<file path="src/rtl/uart_tx_scheduler.sv">
// uart_tx_scheduler: round-robin arbiter over four requesters feeding a single 8-bit UART transmitter
// with optional even/odd parity.
module uart_tx_scheduler #(
    parameter bit PARITY_EN  = 1'b1,
    parameter bit PARITY_ODD = 1'b0
) (
    input  logic       clk,
    input  logic       reset,
    input  logic       baud_tick,
    input  logic [3:0] req,
    input  logic [7:0] data0,
    input  logic [7:0] data1,
    input  logic [7:0] data2,
    input  logic [7:0] data3,
    output logic [3:0] gnt,
    output logic       tx,
    output logic       busy,
    output logic [3:0] done
);
    typedef enum logic [2:0] {IDLE, START, DATA, PARITY, STOP} state_t;

    state_t     state, state_d;
    logic [1:0] rr_ptr, rr_ptr_d, owner, owner_d, win;
    logic [2:0] cnt, cnt_d;
    logic [7:0] shreg, shreg_d, sel_data;
    logic       found, tx_d;

    always_comb begin
        win   = rr_ptr;
        found = 1'b0;
        for (int i = 0; i < 4; i++) begin
            if (!found && req[rr_ptr + 2'(i)]) begin
                win   = rr_ptr + 2'(i);
                found = 1'b1;
            end
        end
        sel_data = win == 2'd0 ? data0 : win == 2'd1 ? data1 : win == 2'd2 ? data2 : data3;
    end

    // gnt and done are combinational; gnt is gated by reset so it cannot pulse while reset is held
    always_comb begin
        state_d  = state;
        cnt_d    = cnt;
        shreg_d  = shreg;
        owner_d  = owner;
        rr_ptr_d = rr_ptr;
        gnt      = '0;
        done     = '0;
        case (state)
            IDLE: if (found && reset) begin
                gnt[win] = 1'b1;
                shreg_d  = sel_data;
                owner_d  = win;
                state_d  = START;
            end
            START: if (baud_tick) begin
                state_d = DATA;
                cnt_d   = 3'd0;
            end
            DATA: if (baud_tick) begin
                if (cnt == 3'd7) state_d = PARITY_EN ? PARITY : STOP;
                else cnt_d = cnt + 3'd1;
            end
            PARITY: if (baud_tick) state_d = STOP;
            STOP: if (baud_tick) begin
                state_d     = IDLE;
                done[owner] = 1'b1;
                rr_ptr_d    = owner + 2'd1;
            end
            default: state_d = IDLE;
        endcase
        tx_d = state_d == START  ? 1'b0 :
               state_d == DATA   ? shreg_d[cnt_d] :
               state_d == PARITY ? (^shreg_d) ^ PARITY_ODD : 1'b1;
    end

    always_ff @(posedge clk or negedge reset) begin
        if (!reset) begin
            state  <= IDLE;
            cnt    <= '0;
            shreg  <= '0;
            owner  <= '0;
            rr_ptr <= '0;
            tx     <= 1'b1;
        end else begin
            state  <= state_d;
            cnt    <= cnt_d;
            shreg  <= shreg_d;
            owner  <= owner_d;
            rr_ptr <= rr_ptr_d;
            tx     <= tx_d;
        end
    end

    assign busy = state != IDLE;
endmodule

</file>
<file path="config.mk">
export PLATFORM = sky130hd
export DESIGN_NAME = uart_tx_scheduler
export DESIGN_NICKNAME = d
export VERILOG_FILES = /design/src/rtl/uart_tx_scheduler.sv
export SDC_FILE = /design/constraint.sdc
export NUM_CORES = 1
export LEC_CHECK = 0
export ABC_CLOCK_PERIOD_IN_PS = 6700
export CAP_MARGIN = 20
export CORE_AREA = 2 2 97 62
export CTS_CLUSTER_DIAMETER = 120
export DETAILED_ROUTE_END_ITERATION = 12
export DIE_AREA = 0 0 99 64
export DONT_BUFFER_PORTS = 1
export SLEW_MARGIN = 10
export SYNTH_ARGS = -nofsm -noshare
export SYNTH_HDL_FRONTEND = slang
export SYNTH_SLANG_ARGS = --single-unit
</file>
<file path="constraint.sdc">
create_clock -name clk -period 6.7 [get_ports clk]
set_input_delay 1.675 -clock clk [delete_from_list [all_inputs] [get_ports clk]]
set_output_delay 1.675 -clock clk [all_outputs]
set_load 0.01 [all_outputs]
</file>
Word level (Yosys, flattened, before mapping)
Index checks and enable logic that the tools add are counted.
- $add $sub $neg: 5
- multipliers: 0
- div/mod/pow operators: 0
- order comparisons: 9
- eq/ne operators: 10
- shift-type cells: 0
- multiplexer cells: 44
- bitwise operators: 0
- reduce and logical (&&, ||, !) cells: 15
- operator list (cell ; count):
    8-bit 2-to-1 mux ; 5
    3-bit 2-to-1 mux ; 9
    2-bit by 3-bit < comparator with 1-bit output (second input constant) ; 6
    4-bit 2-to-1 mux ; 4
    3-bit case mux with 5 select lines ; 1
    1-bit 2-to-1 mux ; 14
    3-bit by 2-bit equality test with 1-bit output (second input constant) ; 4
    1-bit binary-select mux with 2-bit select ; 4
    8-bit parity ; 1
    3-bit by 1-bit equality test with 1-bit output (second input constant) ; 2
    3-bit equality test (second input constant) ; 2
    1-bit logical AND ; 6
    2-bit 2-to-1 mux ; 3
    3-bit case mux with 2 select lines ; 1
    2-bit by 1-bit adder with 2-bit output (second input constant) ; 2
    2-bit adder (second input constant) ; 2
    1-bit demux with 2-bit select ; 2
    2-bit by 1-bit greater-or-equal comparator with 1-bit output (second input constant) ; 2
    3-bit by 4-bit < comparator with 1-bit output (second input constant) ; 1
    2-bit AND reduction ; 2
    3-bit by 1-bit adder with 3-bit output (second input constant) ; 1
    1-bit binary-select mux with 3-bit select ; 1
    1-bit logical NOT ; 3
    3-bit logical NOT ; 1
    other kinds (4) ; 4
- register bits after elaboration: 19
- bits in latches: 0
- bits in writable memories: 0
- bits in read-only memories: 0
- output and inout bits: 10
- logic and storage cells: 89
- memories: 0

Depth between registers and ports, before layout
Gate-level depths: netlist (run 1).
- word-level depth: 22
- depth in mapped cells: 10
- mapped depth without buffers: 9

Worst setup path before layout (run 1)
OpenSTA, ideal clock, no wires.
- kind: in2out
- start point: input req[2]
- end point: output gnt[0]
- arrival: 2670 ps
- required time: 5025 ps
- setup slack: 2355 ps
- cell stages on the path: 5
- buffers on the path: 0
- path through: nor2b_4 > a2111oi_2 > or2_2 > nand2_1 > nor2_1
- cells in the longest elaborated chain, start to end: 18
- elaborated cells between the ends (all ways): 29
- those cells by class: 2 x order compare; 19 x mux; 8 x reduce/logical
- RTL lines (element ; RTL line ; RTL):
    from (decl) ; 10 ; input logic [3:0] req,
    1-bit binary-select mux with 2-bit select ; 32 ; if (!found && req[rr_ptr + 2'(i)]) begin
    1-bit 2-to-1 mux (implied by the code) ; 32 ;
    1-bit 2-to-1 mux ; 32 ;
    1-bit logical NOT ; 32 ;
    1-bit logical AND ; 32 ;
    1-bit 2-to-1 mux ; 32 ;
    1-bit logical NOT ; 32 ;
    1-bit logical AND ; 32 ;
    (+2 left out) ; -- ;
    1-bit logical AND ; 32 ;
    2-bit 2-to-1 mux ; 32 ;
    2-bit by 3-bit < comparator with 1-bit output (implied by the code) or 2-bit by 1-bit greater-or-equal comparator with 1-bit output (tied branches) ; 51 ; gnt[win] = 1'b1;
    1-bit logical AND (implied by the code) ; 51 ;
    1-bit 2-to-1 mux (implied by the code) ; 51 ;
    1-bit demux with 2-bit select ; 51 ;
    4-bit 2-to-1 mux * ; 50 ; IDLE: if (found && reset) begin
    4-bit 2-to-1 mux * ; 49 ; case (state)
    to (decl) ; 15 ; output logic [3:0] gnt,
Mark *: on every way between the ends. The rest lies on a longest branch, timed or not. The select of a mux whose other input is x is not followed.

Worst setup path after layout (run 1)
- start point: input req[2]
- end point: output gnt[2]
The elaborated chain is that of the path after synthesis.

==> metrics.yaml, run 1 <==
outcome: "finished clean"
grt-ovfl-total: 0
setup_violations: 0
crit_type: "primary input to primary output"
cts.repair.resized: 0
cts_tree: "built"
cts_setup_buffers: 0
ys_seq_elements: 19
n_fill_cell: 566
worst_slew_pin_slew_ns: 0.575
diodes: 0
fin_crit_sh_pct: 68.3
drv_cap: 0
clk_transition_reported_paths_ns: 0.07
vdd_ir_drop_max_mv: 0.187
crit_path_start_kind: "primary input"
ys_seq_area_share_pct: 30.2
grt_max_degree: 21
remaining_drc_errors: 0
grt_first_pass_wirelength_mm: 6.29
cts_hold_buffers: 0
die_y_um: 64
async_flop_share_pct: 100
dp_hpwl_mm: 3.08
drt_wl_total_mm: 3.76
clock_skew_ns: 0.00345
clkLatencyLatePin_ns: 0.26
cts_buffer_depth: 2
netlist_area_sq_mm: 0.00158
cellLeakagePower_nw: 0.652
finalHoldWorstSlack_ns: 0.494
hold_viol: 0
critPathMaxFanout: 14
multi_input_area_sq_mm: 0.00102
tns_ns: 0
syn2layout_area_growth_pct: 5.78
via_per_inst: 5.47
worstReg2RegStart: "rr_ptr[0]$_DFFE_PN0P_"
via_count: 1291
cp-startpoint: "req[2]"
syn_inst: 170
end_kind: "primary output"
min_period_ns: 4.58
antenna_found_initial: 0
cts-root-buf: "clkbuf_8"
synth_largest_area_cell: "dfrtp_1"
chipWidth_um: 99
numCtsBuffers: 3
synth_cell_types: 52
port_buffers: 0
final_util_pct: 31.0
coreArea_sq_mm: 0.00539
min_path_type: "flop to flop"
yosys-top-cells-area: "dfrtp_1 (29%), o31a_1 (4.4%), ha_1 (4.0%), a211oi_1 (3.8%), nand2_1 (3.8%)"
total_power_uw: 788
critPathRequiredTime_ns: 5.03
holdCritStartpoint: "shreg[6]$_DFF_PN0_"
drive_gt1_share_pct: 17.4
wl_per_cell_um: 15.9
dieArea_sq_mm: 0.00634
clock_sinks: 19
relSlewSlack_pct: 61.5
timing.fmax_ghz: 0.219
ys.flop_type: "dfrtp_1"
htreeDepth: 1
start_util_pct: 29.3
drtIter0Drc: 145
finalWeightedCongestion: 0.814
critPathArrivalTime_ns: 2.90
yosysTopAreaCellShare_pct: 28.5
seqCellArea_sq_um: 477
grt_pass1_vias: 1230
syn_nets: 214
finalNetCount: 212
postRouteAntennaNets: 0
yosysWarnings: 0
p_per_area_mw_per_mm2: 472
grt_usage_pct: 12.6
rsz0062_at_grt: "no"
first_pass_iters: 4
rows: 21
avgSynthCellArea_sq_um: 9.29
slew_violations: 0
io_pins: 49
synth-edff-count: 0
[cells by family after synthesis]
group | share of synthesized area [%]
buf+inv | 5.39
compound gates | 26.9
xor+xnor | 5.39
simple gates | 20.6
mux | 7.53
fa+ha+maj | 3.96
flops | 30.2
[state kept, by name, indices dropped and copies added (netlist names)]
signal / cells
owner: 2
tx: 1
shreg: 8
cnt: 3
rr_ptr: 2
state: 3
[cell usage after synthesis (all sizes together), types with 4 or more instances]
cell type and instances:
dfrtp 18, nand2 16, nor2 13, a211oi 9
o21ai 9, inv 8, o31a 8, xnor2 8
buf 7, a21oi 6, and2 5, ha 5
mux2 5, o31ai 5, mux2i 4
[per-layer routing]
layer / wire (um) / share of wire (%) / global-route usage, % / up-vias
li1: - / - / - / 623
met1: 1940 / 52 / 19.4 / 618
met2: 1450 / 39 / 16.0 / 45
met3: 335 / 8.9 / 4.92 / 5
met4: 29 / 0.77 / 2.74 / 0
met5: 0 / 0 / 0 / -
[path summary, 6_finish.rpt]
| kind | endpoint | slack, ns | depth (start not counted) |
|---|---|---|---|
| max | gnt[2] | 2.12 | 4 |
| min | shreg[6]$_DFF_PN0_ | 0.49 | 2 |
| max reg2reg | tx$_DFF_PN1_ | 3.74 | 9 |
| min reg2reg | shreg[6]$_DFF_PN0_ | 0.49 | 2 |
| max in group asynchronous | tx$_DFF_PN1_ | 5.42 | 0 |
| min in group asynchronous | owner[0]$_DFFE_PN0P_ | 1.10 | 0 |
[cell usage in the layout (no fill, tap or decap), types with 3 or more instances in the layout]
| cell type | n |
|---|---|
| dfrtp_1 | 18 |
| nand2_1 | 16 |
| nor2_1 | 13 |
| inv_1 | 8 |
| o31a_1 | 8 |
| a211oi_1 | 8 |
| o21ai_0 | 7 |
| a21oi_1 | 6 |
| xnor2_1 | 6 |
| and2_1 | 5 |
| ha_1 | 5 |
| o31ai_2 | 4 |
| mux2_2 | 4 |
| mux2i_1 | 4 |
| nand2b_1 | 3 |
| nand3_1 | 3 |
| nor4_1 | 3 |
| clkbuf_8 | 3 |
[power by group]
part / switching (mW) / internal (mW) / total [mW] / leakage (nW)
clock: 0.0390 / 0.0424 / 0.0814 / 0.0228
sequential: 0.0456 / 0.170 / 0.215 / 0.228
combinational: 0.262 / 0.229 / 0.491 / 0.401
total: 0.347 / 0.441 / 0.788 / 0.652
[cell type report]
cell class	count	share of cell area, %
inverters	8	1.80
clock buffers	4	2.70
well taps	69	5.17
flip-flops and latches	19	28.5
multi-input cells	134	60.9
repair buffers	2	0.899
[critical path: stages]
cell and delay (ns):
nor2b_4 0.11, o21a_1 0.36, nor3_4 0.57, nor2_1 0.18
[per-stage QoR]
step | instance area (sq um) | worst slack (ns) | cells
6_report | 1670 | 2.12 | 236
5_1_grt | 1670 | 1.99 | 236
4_1_cts | 1670 | 2.14 | 236
3_5_place_dp | 1630 | 2.13 | 232
3_3_place_gp | 1630 | 2.15 | 232
2_1_floorplan | 1580 | 2.35 | 170
No activity file was read; power rests on OpenSTA's default activity.
==> run 2: changes to the inputs <==
- ABC_CLOCK_PERIOD_IN_PS: 6700 -> 3700
- clock period: 6.7 -> 3.7 ns (I/O delays scaled with it)
==> metrics.yaml, run 2 (same netlist as run 1, synthesis figures left out) <==
outcome: "finished clean"
wl_per_cell_um: 16.8
coreArea_sq_mm: 0.00539
worst_slew_pin_slew_ns: 0.891
final_cell_mix: "dfrtp_1 (18), nand2_1 (16), nor2_1 (13)"
chipWidth_um: 99
rsz0062_at_grt: "no"
cts_buffer_depth: 2
tns_ns: 0
pre_cts_ws_ns: 0.357
layout.cells.non_filler: 237
cpPeakStageDelay_ns: 0.71
cts_tree: "built"
dieArea_sq_mm: 0.00634
clkLatencyLatePin_ns: 0.25
end_kind: "primary output"
timing.fmax_ghz: 0.324
io_pins: 49
cpLargestDelayFamily: "simple AND/OR/NAND/NOR gates"
die_y_um: 64
grt_pass1_vias: 1218
drv_cap: 0
placed_cells: 233
first_pass_iters: 4
crit_path_start_kind: "primary input"
start_util_pct: 29.3
grt-ovfl-total: 0
dp_hpwl_mm: 3.25
path_buf_inv: 1
cts_hold_buffers: 0
critPathRequiredTime_ns: 2.77
p_per_area_mw_per_mm2: 867
cellLeakagePower_nw: 0.656
via_per_inst: 5.37
postRouteAntennaNets: 0
crit_type: "primary input to primary output"
grt_max_degree: 21
fin_crit_sh_pct: 83.5
cts.repair.resized: 0
cts_setup_buffers: 0
min_path_type: "primary input to async pin"
final_common_cell: "dfrtp_1"
critPathMaxFanout: 14
via_count: 1273
cpMaxStageDelayCell: "nor3_2"
largest_register_ffs: 8
remaining_drc_errors: 0
finalNetCount: 213
syn2layout_area_growth_pct: 6.26
antenna_found_initial: 0
htreeDepth: 1
top_regs: "shreg (8), cnt (3), state (3)"
clock_sinks: 19
relSlewSlack_pct: 40.3
critPathArrivalTime_ns: 2.16
finalWeightedCongestion: 0.814
drtIter0Drc: 70
clk_transition_reported_paths_ns: 0.07
slew_violations: 0
top_register: "shreg"
setup_violations: 0
drive_gt1_share_pct: 17.9
numCtsBuffers: 3
grt_usage_pct: 13.2
port_buffers: 0
rows: 21
hold_viol: 0
cts-root-buf: "clkbuf_8"
clock_skew_ns: 0.00141
diodes: 0
grt_first_pass_wirelength_mm: 6.60
drt_wl_total_mm: 3.97
vdd_ir_drop_max_mv: 0.425
n_fill_cell: 556
layout_setup_ws_ns: 0.610
crit_chain: "nor3_2, nor3_4, buf_4, nor2_1"
min_period_ns: 3.09
-- run 2: final timing paths --
check / from / end / slack (ns) / cells past startpoint
max in group asynchronous: reset / tx$_DFF_PN1_ / 3.17 / 0
min in group clk: shreg[6]$_DFF_PN0_ / shreg[6]$_DFF_PN0_ / 0.50 / 2
worst min register to register: shreg[6]$_DFF_PN0_ / shreg[6]$_DFF_PN0_ / 0.50 / 2
worst min-delay path: reset / owner[0]$_DFFE_PN0P_ / 0.36 / 0
worst max-delay path: req[1] / gnt[0] / 0.61 / 4
worst max register to register: rr_ptr[0]$_DFFE_PN0P_ / tx$_DFF_PN1_ / 0.71 / 9
-- run 2: stage by stage --
stage / hold WS (ns) / utilization, % / cell area, sq um / total power [mW]
2_1_floorplan: 0.466 / - / 1580 / 1.16
3_3_place_gp: 0.484 / 30.3 / 1630 / 1.30
3_5_place_dp: 0.486 / 30.3 / 1630 / 1.31
4_1_cts: 0.348 / 31.1 / 1680 / 1.47
5_1_grt: 0.337 / 31.1 / 1680 / 1.58
6_report: 0.358 / 31.1 / 1680 / 1.45
-- run 2: routing by layer --
metal / track usage (%) / part of all wire, % / up-vias
li1: - / - / 623
met1: 20.8 / 52 / 600
met2: 17.2 / 38 / 48
met3: 4.92 / 9.6 / 2
met4: 1.54 / 0.18 / 0
met5: 0 / 0 / -
-- run 2: power by group --
part | switching [mW] | leakage, nW | internal, mW
Sequential | 0.0856 | 0.228 | 0.307
Combinational | 0.491 | 0.405 | 0.425
Clock | 0.0692 | 0.0228 | 0.0766
Total | 0.646 | 0.656 | 0.809
-- run 2: layout make-up --
cell class,instances,area (sq um),share of cell area (%)
Multi-Input combinational cell,134,1020,60.6
Sequential cell,19,477,28.4
Tap cell,69,86.3,5.15
Clock buffer,4,45.0,2.68
Inverter,8,30.0,1.79
Timing Repair Buffer,3,22.5,1.34
==> run 3: changes to the inputs <==
- ABC_CLOCK_PERIOD_IN_PS: 3700 -> 2700
- clock period: 3.7 -> 2.7 ns (I/O delays scaled with it)
==> metrics.yaml, run 3 (same netlist as run 1, synthesis figures left out) <==
grt-ovfl-total: 0
dp_hpwl_mm: 3.39
antenna_found_initial: 0
clkLatencyLatePin_ns: 0.25
clk_transition_reported_paths_ns: 0.07
pre_cts_ws_ns: -0.159
setup_violations: 0
crit_type: "flop to primary output"
largest_register_ffs: 8
cts_setup_buffers: 0
slew_violations: 0
drtIter0Drc: 122
crit_chain: "nor3b_1, a2111oi_2, buf_4, or2_2, nand2_1, buf_4, nor2_1"
final_common_cell: "buf_4"
finalNetCount: 235
postRouteAntennaNets: 0
cpLargestDelayFamily: "simple AND/OR/NAND/NOR gates"
clock_skew_ns: 0.00306
wl_per_cell_um: 16.0
rows: 21
via_per_inst: 5.35
dieArea_sq_mm: 0.00634
cpPeakStageDelay_ns: 0.40
top_regs: "shreg (8), cnt (3), state (3)"
htreeDepth: 1
fin_crit_sh_pct: 98.1
clock_sinks: 19
chipWidth_um: 99
cellLeakagePower_nw: 0.781
port_buffers: 0
numCtsBuffers: 3
cts_tree: "built"
path_buf_inv: 2
cts_buffer_depth: 2
final_cell_mix: "buf_4 (23), dfrtp_1 (18), nand2_1 (16), nor2_1 (12)"
die_y_um: 64
cts-root-buf: "clkbuf_8"
syn2layout_area_growth_pct: 19.5
critPathMaxFanout: 4
worst_slew_pin_slew_ns: 0.401
cpMaxStageDelayCell: "a2111oi_2"
finalWeightedCongestion: 0.846
total_power_mw: 2.24
timing.fmax_ghz: 0.378
relSlewSlack_pct: 73.1
drive_gt1_share_pct: 29.5
grt_first_pass_wirelength_mm: 6.73
critPathArrivalTime_ns: 1.97
diodes: 0
crit_path_start_kind: "flop"
coreArea_sq_mm: 0.00539
critPathRequiredTime_ns: 2.03
layout_setup_ws_ns: 0.0524
critPathMostFrequentCell: "buf_4"
rsz0062_at_grt: "yes"
end_kind: "primary output"
hold_viol: 0
grt_max_degree: 21
vdd_ir_drop_max_mv: 0.621
via_count: 1385
start_util_pct: 29.3
drt_wl_total_mm: 4.14
min_path_type: "primary input to async pin"
first_pass_iters: 4
outcome: "finished clean"
top_register: "shreg"
grt_usage_pct: 13.2
io_pins: 49
drv_cap: 0
min_period_ns: 2.65
grt_pass1_vias: 1277
remaining_drc_errors: 0
p_per_area_mw_per_mm2: 1190
## run 3: path summary, 6_finish.rpt
check | startpoint | endpoint | slack, ns | cells after the start
max in group asynchronous | reset | tx$_DFF_PN1_ | 2.42 | 0
min in group clk | baud_tick | state[2]$_DFF_PN0_ | 0.50 | 1
min reg2reg | shreg[5]$_DFF_PN0_ | shreg[5]$_DFF_PN0_ | 0.51 | 2
min | reset | rr_ptr[1]$_DFFE_PN0P_ | 0.11 | 0
max reg2reg | rr_ptr[0]$_DFFE_PN0P_ | tx$_DFF_PN1_ | 0.08 | 10
max | rr_ptr[1]$_DFFE_PN0P_ | gnt[0] | 0.05 | 7
## run 3: final cells by class
class                   count  area, sq um
fillers                   557         3500
clock buffers               4         45.0
repair buffers             25          213
flip-flops and latches     19          477
well taps                  69         86.3
multi-input cells         134         1040
inverters                   8         30.0
## run 3: through the flow
step	area, sq um	setup TNS [ns]	std cells	hold slack [ns]	utilization, %
floorplan	1580	0	170	0.379	-
global placement	1820	-0.120	255	0.380	33.8
detailed placement	1820	-0.159	255	0.380	33.8
CTS	1870	0	259	0.0968	34.7
global route	1890	-0.0409	259	0.0867	35.0
finish	1890	0	259	0.106	35.0
## run 3: where the power goes
group,total [mW],internal (mW),switching [mW]
combinational,1.54,0.773,0.766
clock,0.199,0.105,0.0939
sequential,0.499,0.422,0.0778
total,2.24,1.30,0.938
## run 3: repair_timing
| action | 4_1_cts | 5_1_grt |
|---|---|---|
| endpoints found under the setup margin | 0 | 5 |
| hold buffers | 0 | 0 |
| gates resized for setup | 0 | 4 |
## run 3: routing by layer
layer	wire, um	track usage, %
met4	14	2.05
met2	1620	17.4
met1	2220	20.9
met5	0	0
met3	285	4.16
==> edit (flow settings as in run 3) <==
Reset style: synchronous (`reset`), changed in one clocked block.
--- a/src/rtl/uart_tx_scheduler.sv
+++ b/src/rtl/uart_tx_scheduler.sv
@@ -74,7 +74,7 @@
                state_d == PARITY ? (^shreg_d) ^ PARITY_ODD : 1'b1;
     end
 
-    always_ff @(posedge clk or negedge reset) begin
+    always_ff @(posedge clk) begin
         if (!reset) begin
             state  <= IDLE;
             cnt    <= '0;
Function: differs if reset is asserted again (counterexample within 4 cycles, from zero or initial values and one cycle with reset low); with reset held inactive, the same outputs for 10 cycles.
==> edit against run 3 <==
- cell count increased by 18%
- worst setup slack improved by 16 ps
- die area unchanged
- highest routed layer unchanged
- routed wire length increased by 22%
- area after synthesis increased by 2.9%
- design area increased by 2.3%
- critical path depth decreased by 3
- sequential cell count unchanged
Power is not compared: it rests on default switching activity, and its combinational part moved more than twofold at a synthesized area within 25%.
==> edit: results (changes against run 3) <==
stage	metric	value	unit	change
place	GPL Wtd Cong	0.869		+2.7%
cells_and_area	nets	282		+20%
place	placed cell area	1880	um^2	+3.3%
drt	wire length per cell	16.6	um	+3.5%
setup_path	Critical Path AT	1960	ps	
clocking	Bufs on Longest Clock Path	2		unchanged
clocking	Clk pin slew, worst setup/hold paths	70	ps	about the same
setup_path	CP Max Fanout	9		+5
power	P_leak	0.000743	uW	
logic_synthesis	Synth Flop Type	dfxtp_1		
outcome	status	finished, final reports clean		
global_routing	Overall Global Routing Usage	15.9	%	+2.6 points
clocking	worst skew pair latency	250	ps	about the same
logic_synthesis	Synth area leaders	dfxtp_1, a21oi_1, nor2_1, xnor2_1, nand3_1		
cells_and_area	top flop regs	shreg x8, cnt x3, state x3		
global_routing	largest net degree at the start of global routing	18		-14%
clocking	H-tree levels	1		unchanged
cells_and_area	ANT cells	0		unchanged
timing	skew final	6.34	ps	+3.28 ps
global_routing	initial antenna violation count	0		unchanged
logic_synthesis	Synth top cells by count	nor2_1, a21oi_1, dfxtp_1, nand2_1, nand3_1		
logic_synthesis	Synth cell types	47		-9.6%
global_routing	vias in the first global route	1579		+24%
drt	DRT iter0 DRCs	59		-52%
place	dpl hpwl	4090	um	+20%
timing	Tightest Pin Transition	478	ps	+77.4 ps
clocking	TritonCTS Buffers	3		unchanged
global_routing	global-route wire length before repair	7960	um	+18%
drt	Via-to-Cell Ratio	5.46		+2.1%
cells_and_area	Filler Cells Inserted	549		-1.4%
place	placed cells	302		+18%
drt	vias	1671		+21%
logic_synthesis	syn_nets	258		+21%
place	# port buffers	0		unchanged
power	VDD IR-drop max	192	uV	
cells_and_area	layout cell share with drive strength beyond 1	23.2	%	-6.3 points
logic_synthesis	register area share after synthesis	23.4	%	-6.8 points
logic_synthesis	Synthesis Warnings	0		unchanged
logic_synthesis	Synth Instances	214		+26%
place	Setup WS pre-CTS	-94.0	ps	+64.8 ps
clocking	CTS root buf	clkbuf_8		
drt	DR pass1 iterations	4		unchanged
logic_synthesis	asr flop ratio synth	0	%	-100 points
worst_hold_path	Hold/Removal Path Class	in2reg		
## edit: timing repair
item	CTS	global route
resized for setup	0	1
endpoints found under the setup margin	0	1
buffers inserted	0	0
hold buffers	0	0
## edit: per-layer routing
metal / vias up / share of wire, % / GRT usage, %
met2: 52 / 39 / 21.6
met1: 779 / 51 / 22.8
met5: - / 0 / 0
met4: 0 / 2.4 / 4.45
met3: 12 / 7.6 / 6.35
li1: 828 / - / -
## edit: cell families (layout without fill, tap and decap cells)
logic type,count (synthesis),after routing,synth area share (%)
AO/OA/AOI/OAI,66,66,27.1
multiplexers,6,6,5.23
adder cells (fa/ha/maj),5,5,3.85
AND/OR/NAND/NOR,89,89,29.5
buffers and inverters,21,44,6.62
flip-flops,19,19,23.4
XOR/XNOR,8,8,4.31
## edit: final cells by class
class | instances | area [um^2] | share of cell area [%]
Timing Repair Buffer | 31 | 233 | 12.1
Clock buffer | 3 | 41.3 | 2.14
Multi-Input combinational cell | 174 | 1150 | 59.6
Clock inverter | 1 | 5.00 | 0.259
Tap cell | 69 | 86.3 | 4.47
Inverter | 9 | 33.8 | 1.75
Sequential cell | 19 | 382 | 19.8
## edit: power breakdown
group	switching [uW]	total [uW]	internal [uW]	leakage, uW
clock	92.3	195	102	0.0000255
sequential	11.3	310	299	0.000156
combinational	140	273	134	0.000562
## edit: worst max-delay path, cell delays in order
cell     delay (ps)
nor2b_1         140
or4_1           620
buf_4           200
a21oi_1         310
## edit: final timing paths
check	slack, ps	end	depth (start not counted)	startpoint
worst max-delay path	70	gnt[3]	4	req[0]
worst min-delay path	490	tx$_SDFF_PN1_	1	reset
worst max register to register	190	tx$_SDFF_PN1_	12	rr_ptr[0]$_SDFFE_PN0P_
worst min register to register	530	owner[1]$_SDFFE_PN0P_	2	owner[1]$_SDFFE_PN0P_
